## src/rtl/bnn_pkg.sv

```systemverilog
// Shared constants and types for the tiny BNN parameter chain and its loader.
package bnn_pkg;

  localparam int unsigned INPUTS         = 8;
  localparam int unsigned THRESH_W       = 4;
  localparam int unsigned HIDDEN_UNITS   = 12;
  localparam int unsigned GLOBAL_OUTPUTS = 4;

  // One neuron holds a weight bit per input plus its threshold.
  localparam int unsigned NEURON_BITS    = INPUTS + THRESH_W;
  localparam int unsigned DEF_CHAIN_BITS = (HIDDEN_UNITS + GLOBAL_OUTPUTS) * NEURON_BITS;
  localparam int unsigned DEF_WORD_W     = 8;

  typedef enum logic [1:0] {
    LD_IDLE,
    LD_FETCH,
    LD_SHIFT,
    LD_FINISH
  } loader_state_e;

endpackage

```

## src/rtl/bnn_word_serializer.sv

```systemverilog
// Holds one host word and emits it LSB first; tracks the bit position within the word.
module bnn_word_serializer
  import bnn_pkg::*;
#(
  parameter int unsigned WORD_W = DEF_WORD_W
) (
  input  logic              clk,
  input  logic              rst_n,
  input  logic              load,
  input  logic              shift,
  input  logic [WORD_W-1:0] data,
  output logic              bit_out,
  output logic              last_c
);

  localparam int unsigned IDX_W = (WORD_W > 1) ? $clog2(WORD_W) : 1;

  logic [WORD_W-1:0] shreg;
  logic [IDX_W-1:0]  idx;

  always_ff @(posedge clk) begin
    if (!rst_n) begin
      shreg <= '0;
      idx   <= '0;
    end else if (load) begin
      shreg <= data;
      idx   <= '0;
    end else if (shift) begin
      shreg <= shreg >> 1;
      idx   <= idx + IDX_W'(1);
    end
  end

  assign bit_out = shreg[0];
  // High while the final bit of the current word is on bit_out.
  assign last_c  = (idx == IDX_W'(WORD_W - 1));

endmodule

```

## src/rtl/bnn_param_loader.sv

```systemverilog
// Serialises host parameter words onto the BNN chain, CHAIN_BITS bits per pass.
// Optional chain read-back check enabled by defining BNN_LOADER_VERIFY_EN.
module bnn_param_loader
  import bnn_pkg::*;
#(
  parameter int unsigned CHAIN_BITS = DEF_CHAIN_BITS,
  parameter int unsigned WORD_W     = DEF_WORD_W
) (
  input  logic              clk,
  input  logic              rst_n,
  input  logic              start,
  input  logic              verify,
  input  logic [WORD_W-1:0] in_data,
  input  logic              in_valid,
  output logic              in_ready,
  output logic              setup,
  output logic              param_bit,
  input  logic              param_tail,
  output logic              busy,
  output logic              done,
  output logic              verify_err
);

  localparam int unsigned CNT_W = $clog2(CHAIN_BITS + 1);

  loader_state_e    state_q, state_d;
  logic [CNT_W-1:0] cnt_q, cnt_d;
  logic             accept_c;
  logic             shift_c;
  logic             word_last_c;
  logic             in_ready_d, setup_d, busy_d, done_d;

  bnn_word_serializer #(
    .WORD_W (WORD_W)
  ) u_ser (
    .clk     (clk),
    .rst_n   (rst_n),
    .load    (accept_c),
    .shift   (shift_c),
    .data    (in_data),
    .bit_out (param_bit),
    .last_c  (word_last_c)
  );

  // Next state, total bit count and next-cycle output decode.
  always_comb begin
    state_d  = state_q;
    cnt_d    = cnt_q;
    accept_c = 1'b0;
    shift_c  = 1'b0;
    unique case (state_q)
      LD_IDLE: begin
        if (start) begin
          state_d = LD_FETCH;
          cnt_d   = '0;
        end
      end
      LD_FETCH: begin
        if (in_valid) begin
          accept_c = 1'b1;
          state_d  = LD_SHIFT;
        end
      end
      LD_SHIFT: begin
        shift_c = 1'b1;
        cnt_d   = cnt_q + CNT_W'(1);
        if (cnt_q == CNT_W'(CHAIN_BITS - 1)) begin
          state_d = LD_FINISH;
        end else if (word_last_c) begin
          state_d = LD_FETCH;
        end
      end
      LD_FINISH: state_d = LD_IDLE;
      default:   state_d = LD_IDLE;
    endcase

    in_ready_d = (state_d == LD_FETCH);
    setup_d    = (state_d == LD_SHIFT);
    busy_d     = (state_d == LD_FETCH) || (state_d == LD_SHIFT);
    done_d     = (state_d == LD_FINISH);
  end

  always_ff @(posedge clk) begin
    if (!rst_n) begin
      state_q  <= LD_IDLE;
      cnt_q    <= '0;
      in_ready <= 1'b0;
      setup    <= 1'b0;
      busy     <= 1'b0;
      done     <= 1'b0;
    end else begin
      state_q  <= state_d;
      cnt_q    <= cnt_d;
      in_ready <= in_ready_d;
      setup    <= setup_d;
      busy     <= busy_d;
      done     <= done_d;
    end
  end

`ifdef BNN_LOADER_VERIFY_EN
  logic verify_q, verify_d;
  logic verify_err_q, verify_err_d;

  // Tail must replay the bit sent CHAIN_BITS shifts earlier; any difference is sticky.
  always_comb begin
    verify_d     = verify_q;
    verify_err_d = verify_err_q;
    if ((state_q == LD_IDLE) && start) begin
      verify_d = verify;
      if (verify) begin
        verify_err_d = 1'b0;
      end
    end else if ((state_q == LD_SHIFT) && verify_q && (param_tail != param_bit)) begin
      verify_err_d = 1'b1;
    end
  end

  always_ff @(posedge clk) begin
    if (!rst_n) begin
      verify_q     <= 1'b0;
      verify_err_q <= 1'b0;
    end else begin
      verify_q     <= verify_d;
      verify_err_q <= verify_err_d;
    end
  end

  assign verify_err = verify_err_q;
`else
  logic unused_verify_inputs;
  assign unused_verify_inputs = verify ^ param_tail;
  assign verify_err = 1'b0;
`endif

endmodule

```

## config.mk

```make
export PLATFORM = sky130hd
export DESIGN_NAME = bnn_param_loader
export DESIGN_NICKNAME = d
export VERILOG_FILES = /design/src/rtl/bnn_pkg.sv /design/src/rtl/bnn_word_serializer.sv /design/src/rtl/bnn_param_loader.sv
export SDC_FILE = /design/constraint.sdc
export NUM_CORES = 1
export LEC_CHECK = 0
export ABC_AREA = 1
export BUFFER_PORTS_ARGS = -buffer_cell sky130_fd_sc_hd__buf_2
export CORE_MARGIN = 2
export CORE_UTILIZATION = 55
export DETAILED_ROUTE_END_ITERATION = 8
export HOLD_SLACK_MARGIN = 0.02
export MAX_ROUTING_LAYER = met4
export PLACE_DENSITY = 0.84
export SLEW_MARGIN = 20
export SYNTH_ARGS = -nofsm -noshare
export SYNTH_HDL_FRONTEND = slang
export SYNTH_SLANG_ARGS = --single-unit
```

## constraint.sdc

```tcl
create_clock -name clk -period 2.28 [get_ports clk]
set_clock_uncertainty 0.2 [all_clocks]
set_input_delay 0.228 -clock clk [delete_from_list [all_inputs] [get_ports clk]]
set_output_delay 0.228 -clock clk [all_outputs]
set_load 0.01 [all_outputs]
```

======== Word-level counts from Yosys, hierarchy flattened ========
Index checks and enable logic that the tools add are counted.
storage, ports and cells
  output and inout bits ................... 6
  register bits after elaboration ......... 25
  input port bits ......................... 14
cells by class
  multiplexer cells ....................... 12
  reductions and logical operators ........ 6
  equal/unequal tests ..................... 9
  $add $sub $neg .......................... 2
  bitwise operators ....................... 1
operators with widths
  operator             number
  $mux 8               3
  $pmux 8 s2           1
  $add 8x1->8 const B  1
  $eq 2x2->1 const B   4
  $eq 8x8->1 const B   1
  $mux 2               4
  $pmux 2 s4           1
  $eq 2x1->1 const B   2
  $reduce_bool 2->1    2
  $add 3x1->3 const B  1
  $eq 3x3->1 const B   1
  $mux 1               3
  $logic_not 2->1      1
  $ne 2x2->1 const B   1
  $reduce_and 2->1     1
  $reduce_or 2->1      1
  $logic_or 1x1->1     1
  $not 1->1            1

======== Depth between registers and ports, before layout ========
  depth in word-level cells ............... 6
  gate-level depth with buffers ........... 11
  gate-level depth less buffers ........... 11

======== By module ========
A second synthesis with hierarchy kept.
second synthesis, totals
  cell total of the unflattened synthesis .. 183
  area total of the unflattened synthesis .. 1287.5 um^2
by module, submodules not included
  module               times used  sequential area each (um^2)  area each (um^2)  cells an instance
  bnn_param_loader     1           280.3                        755.7             107
  bnn_word_serializer  1           220.2                        531.8             76

======== Worst setup path after synthesis ========
No wires, ideal clock.
  path type ............................... register to register
  from .................................... register cnt_q[0]
  to ...................................... register setup
  data arrival time ....................... 1.244 ns
  cell stages (with the launch flop) ...... 12
  library setup time ...................... 0.109 ns
  path slack .............................. 0.727 ns
  clock period less this slack ............ 1.553 ns
  path through ............................ dfxtp_1 ha_1 nand2_1 nor2_1 nand2_1 nand2_1 nand2_2 nand2_2 inv_1 ha_1 nand2_1 inv_1
between the ends
  cells in the longest elaborated chain, start to end .. 4
ends and longest elaborated chain
  item                      line                    text
  start: declaration        bnn_param_loader.sv:27  logic [CNT_W-1:0] cnt_q, cnt_d;
  start signal: assignment  bnn_param_loader.sv:93  cnt_q <= cnt_d;
  $eq 8x8->1                bnn_param_loader.sv:67  if (cnt_q == CNT_W'(CHAIN_BITS - 1)) begin
  $mux 2                    bnn_param_loader.sv:67
  $pmux 2 s4                bnn_param_loader.sv:51  unique case (state_q)
  $eq 2x2->1                bnn_param_loader.sv:78  setup_d = (state_d == LD_SHIFT);
  named net setup_d         bnn_param_loader.sv:31  logic in_ready_d, setup_d, busy_d, done_d;
  end signal: assignment    bnn_param_loader.sv:95  setup <= setup_d;
  end: declaration          bnn_param_loader.sv:16  output logic setup,
The timed path passes the listed nets, and every way through them passes these cells.
A chain may end at the register's enable or synchronous reset.

======== Final worst setup path ========
Same ends and word-level chain as after synthesis.

==> out/qor_table.md <==
| Item | Reported |
| --- | --- |
| Result of the run | finished clean |
| Slowest cell delay on critical path | 0.40 ns |
| CP Buf/Inv Count | 2 |
| Hold path start | rst_n |
| Pwr dens | 568 nW/um2 |
| Leftover overflow at the end of global routing | 0 |
| Worst endpoint required time | 2.31 ns |
| Wire length of the first global-routing pass | 3840 um |
| Pin count of the biggest net entering global routing | 16 |
| H-Tree Depth | 1 |
| Buffers inserted by post-CTS timing repair | 0 |
| Kind of end point of the critical path | register |
| Share of Yosys cell area claimed by the top area cell type | 0.413 |
| Number of placement rows | 16 |
| Largest fanout on the critical path | 5 |
| Global router's overall resource usage | 0.199 |
| TritonCTS clock tree | yes |
| Synth Net Count | 188 |
| Chip Width | 50.9 um |
| DP Worst Slack | 0.540 ns |
| Leakage | 0.637 nW |
| Most area-consuming cells after synthesis | dfxtp_1, nand2_1, a21oi_1 |
| Most Frequent Cell on Critical Path | nand2_1 |
| Complex-gate fraction of the synthesized area | 0.134 |
| Area overhead of the layout relative to synthesis | 10.2% |
| Setup tns final | 0 ns |
| Quantity of I/O buffers inserted on ports | 16 |
| Worst hold path class | input port to register |
| Clock slew at the register clock pins of the worst setup and hold paths | 0.13 ns |
| Final instance area | 1340 um2 |
| # nets final | 206 |
| Longest Clk Path Bufs | 2 |
| Final Hold Violating Endpoints | 0 |
| Fraction of registers with async set or reset after synthesis | 0 |
| Inserted Clock Buffers | 3 |
| Instance count on the critical path | 11 |
| Post-DP Area | 1300 um2 |
| Count of inserted antenna diode cells | 0 |
| Top Family by Delay on Critical Path | simple AND/OR/NAND/NOR gates |
| Highest ir drop seen on vdd | 0.348 mV |
| Yosys warns | 0 |
| Number of flops mapped to enable cells by yosys | 0 |
| Sequential area share after synthesis | 0.413 |
| Startpoint Class | register |
| Synth Flop Type | dfxtp_1 |
| Number of cells traversed by the worst register-to-register path | 11 |
| Worst flop-to-flop path startpoint | cnt_q[0] |
| Final design utilization | 0.660 |
| Class of the most critical setup path | register to register |
| Sink of the worst hold path | in_ready |
| RePlAce Congestion | 0.755 |
| Mean post-synth cell area | 7.21 um2 |
| Area fraction in and, or, nand and nor cells after synthesis | 0.270 |
| Period Utilization, post-route | 0.791 |
| R2R setup slack | 0.48 ns |
| Setup repair after global routing missed its margin | no |
| Xor and xnor fraction of the mapped netlist area | 0.00723 |
| Time the worst path needs with I/O delays and setup | 1.80 ns |
| Post-synthesis instance total | 168 |
| Combinational family with the most area after synthesis | simple AND/OR/NAND/NOR gates |
| Overall routed net length | 2250 um |
| Clock root cell | clkbuf_4 |
| Antenna violation net count after detailed routing | 0 |
| Routed wirelength normalized by instance count | 10.6 um |
| Arrival time of data at the critical path endpoint | 1.84 ns |
| DRC marker count from the first detailed-route iteration | 38 |
| Post-synthesis instance area | 1210 um2 |
| Worst-path cell with the longest stage delay | dfxtp_1 |
| Initial core utilization | 0.599 |
| Worst R2R End | setup |
| Clock Latency Late Sink | 0.32 ns |
| Count of cell types in the netlist | 24 |
| Cell types with the highest counts after synthesis | nand2_1, dfxtp_1, inv_1 |
| Placeable Area | 2020 um2 |
| Via Count | 1055 |
| Max-cap violations | 0 |
| Library cell occupying the most area in the post-synthesis netlist | dfxtp_1 |
| Share of cells above drive strength 1 | 0.168 |
| Via count of the first global-routing pass | 980 |
| Fmax | 554 MHz |
| DIE AREA | 2590 um2 |
| Die span in y | 50.9 um |
| Filler Cells Inserted | 171 |
| Final setup viols | 0 |
| Post-DP HPWL | 1670 um |
| Number of detailed-route iterations in the first pass | 4 |
| Mux share of post-synthesis cell area | 0 |
| Worst-case setup margin in the final layout | 0.475 ns |
| Arithmetic-cell share of the synthesized area counting full adders, half adders and majority gates | 0.0620 |
| Via density | 4.98 |
| Worst hold path stage count | 3 |
| Top-count cell post-synth | nand2_1 |
| Antenna violations before repair | 0 |
| Number of pins exceeding their max-slew limit in the final report | 0 |
| Remaining routing DRC violations | 0 |
| Sink count of the clock tree | 25 |
| Number of top-level design ports | 20 |
| Post-synthesis register bit count | 25 |
| Cell breakdown of the critical path | ha_1, nand2_1, nor2_1, nand2_1, nand2_1, nand2_2, nand2_2, inv_1, ha_1, nand2_1, inv_1 |
-- sequential cells by signal, summed over array words and instances, names as in the netlist --
signal	flops
cnt_q	8
u_ser.shreg	8
u_ser.idx	3
state_q	2
busy	1
done	1
in_ready	1
setup	1
-- worst max-delay path by stage --
stage	start	to	slack, ns
2_1_floorplan	cnt_q[0]	setup	0.73
3_3_place_gp	cnt_q[0]	busy	0.60
3_5_place_dp	cnt_q[0]	setup	0.54
4_1_cts	cnt_q[0]	busy	0.48
5_1_grt	cnt_q[0]	setup	0.31
6_report	cnt_q[0]	setup	0.48
-- tightest hold or removal path: stages --
cell and delay, ns:
buf_2 0.18, nand2_1 0.08, inv_1 0.03
-- what timing repair did --
action,CTS,global route
hold endpoints to repair,1,0
resized for setup,0,0
hold buffers,1,0
-- area by class of cell --
| class | instances | area, um2 | area share |
|---|---|---|---|
| repair buffers | 17 | 90.1 | 0.0675 |
| flip-flops and latches | 25 | 500 | 0.375 |
| well taps | 27 | 33.8 | 0.0253 |
| inverters | 27 | 106 | 0.0797 |
| multi-input cells | 112 | 577 | 0.432 |
| clock inverters | 1 | 5.00 | 0.00375 |
| clock buffers | 3 | 22.5 | 0.0169 |
-- per-stage QoR --
step	hold slack, ns	cells	power, mW
floorplan	0.177	168	0.542
global placement	0.254	207	0.565
detailed placement	0.254	207	0.569
CTS	0.0317	212	0.763
global route	0.0361	212	0.798
finish	0.0256	212	0.758
-- layout by cell type, fill, tap and decap left out --
| cell type | Yosys | final |
|---|---|---|
| clkbuf_4 | 0 | 3 |
| a21oi_2 | 2 | 2 |
| inv_6 | 1 | 1 |
| a21oi_1 | 20 | 20 |
| nand3_1 | 3 | 3 |
| dfxtp_1 | 25 | 25 |
| dlygate4sd3_1 | 0 | 1 |
| nand4_1 | 1 | 1 |
| o21ai_1 | 1 | 1 |
| o21ai_0 | 8 | 8 |
| nand3_4 | 1 | 1 |
| nand2_1 | 39 | 39 |
| nor2_1 | 22 | 22 |
| inv_2 | 2 | 2 |
| xor2_1 | 1 | 1 |
| nand2_2 | 2 | 2 |
| nand2_4 | 3 | 3 |
| clkinv_2 | 0 | 1 |
| ha_1 | 6 | 6 |
| nor3_1 | 1 | 1 |
| nand3b_1 | 1 | 1 |
| inv_1 | 24 | 24 |
| buf_2 | 1 | 16 |
| conb_1 | 1 | 1 |
-- logic make-up (layout without fill, tap and decap cells) --
family                     count (synthesis)  after routing
and+or+nand+nor                           73             73
AOI/OAI and AO/OA                         31             31
buffers and inverters                     31             48
DFF                                       25             25
adders and majority gates                  6              6
other                                      1              1
xor gates and xnor gates                   1              1
-- metal layers --
metal,GRT usage,wire [um],up-vias
li1,-,-,550
met1,0.212,947,474
met2,0.368,1160,27
met3,0.0351,109,4
met4,0.0676,31,0
met5,-,0,-
-- report_power, final --
part	switching [mW]	total [mW]	internal, mW
logic	0.0621	0.0984	0.0362
clock network	0.131	0.197	0.0657
registers	0.00967	0.462	0.453
(Power assumes the default switching activity.)
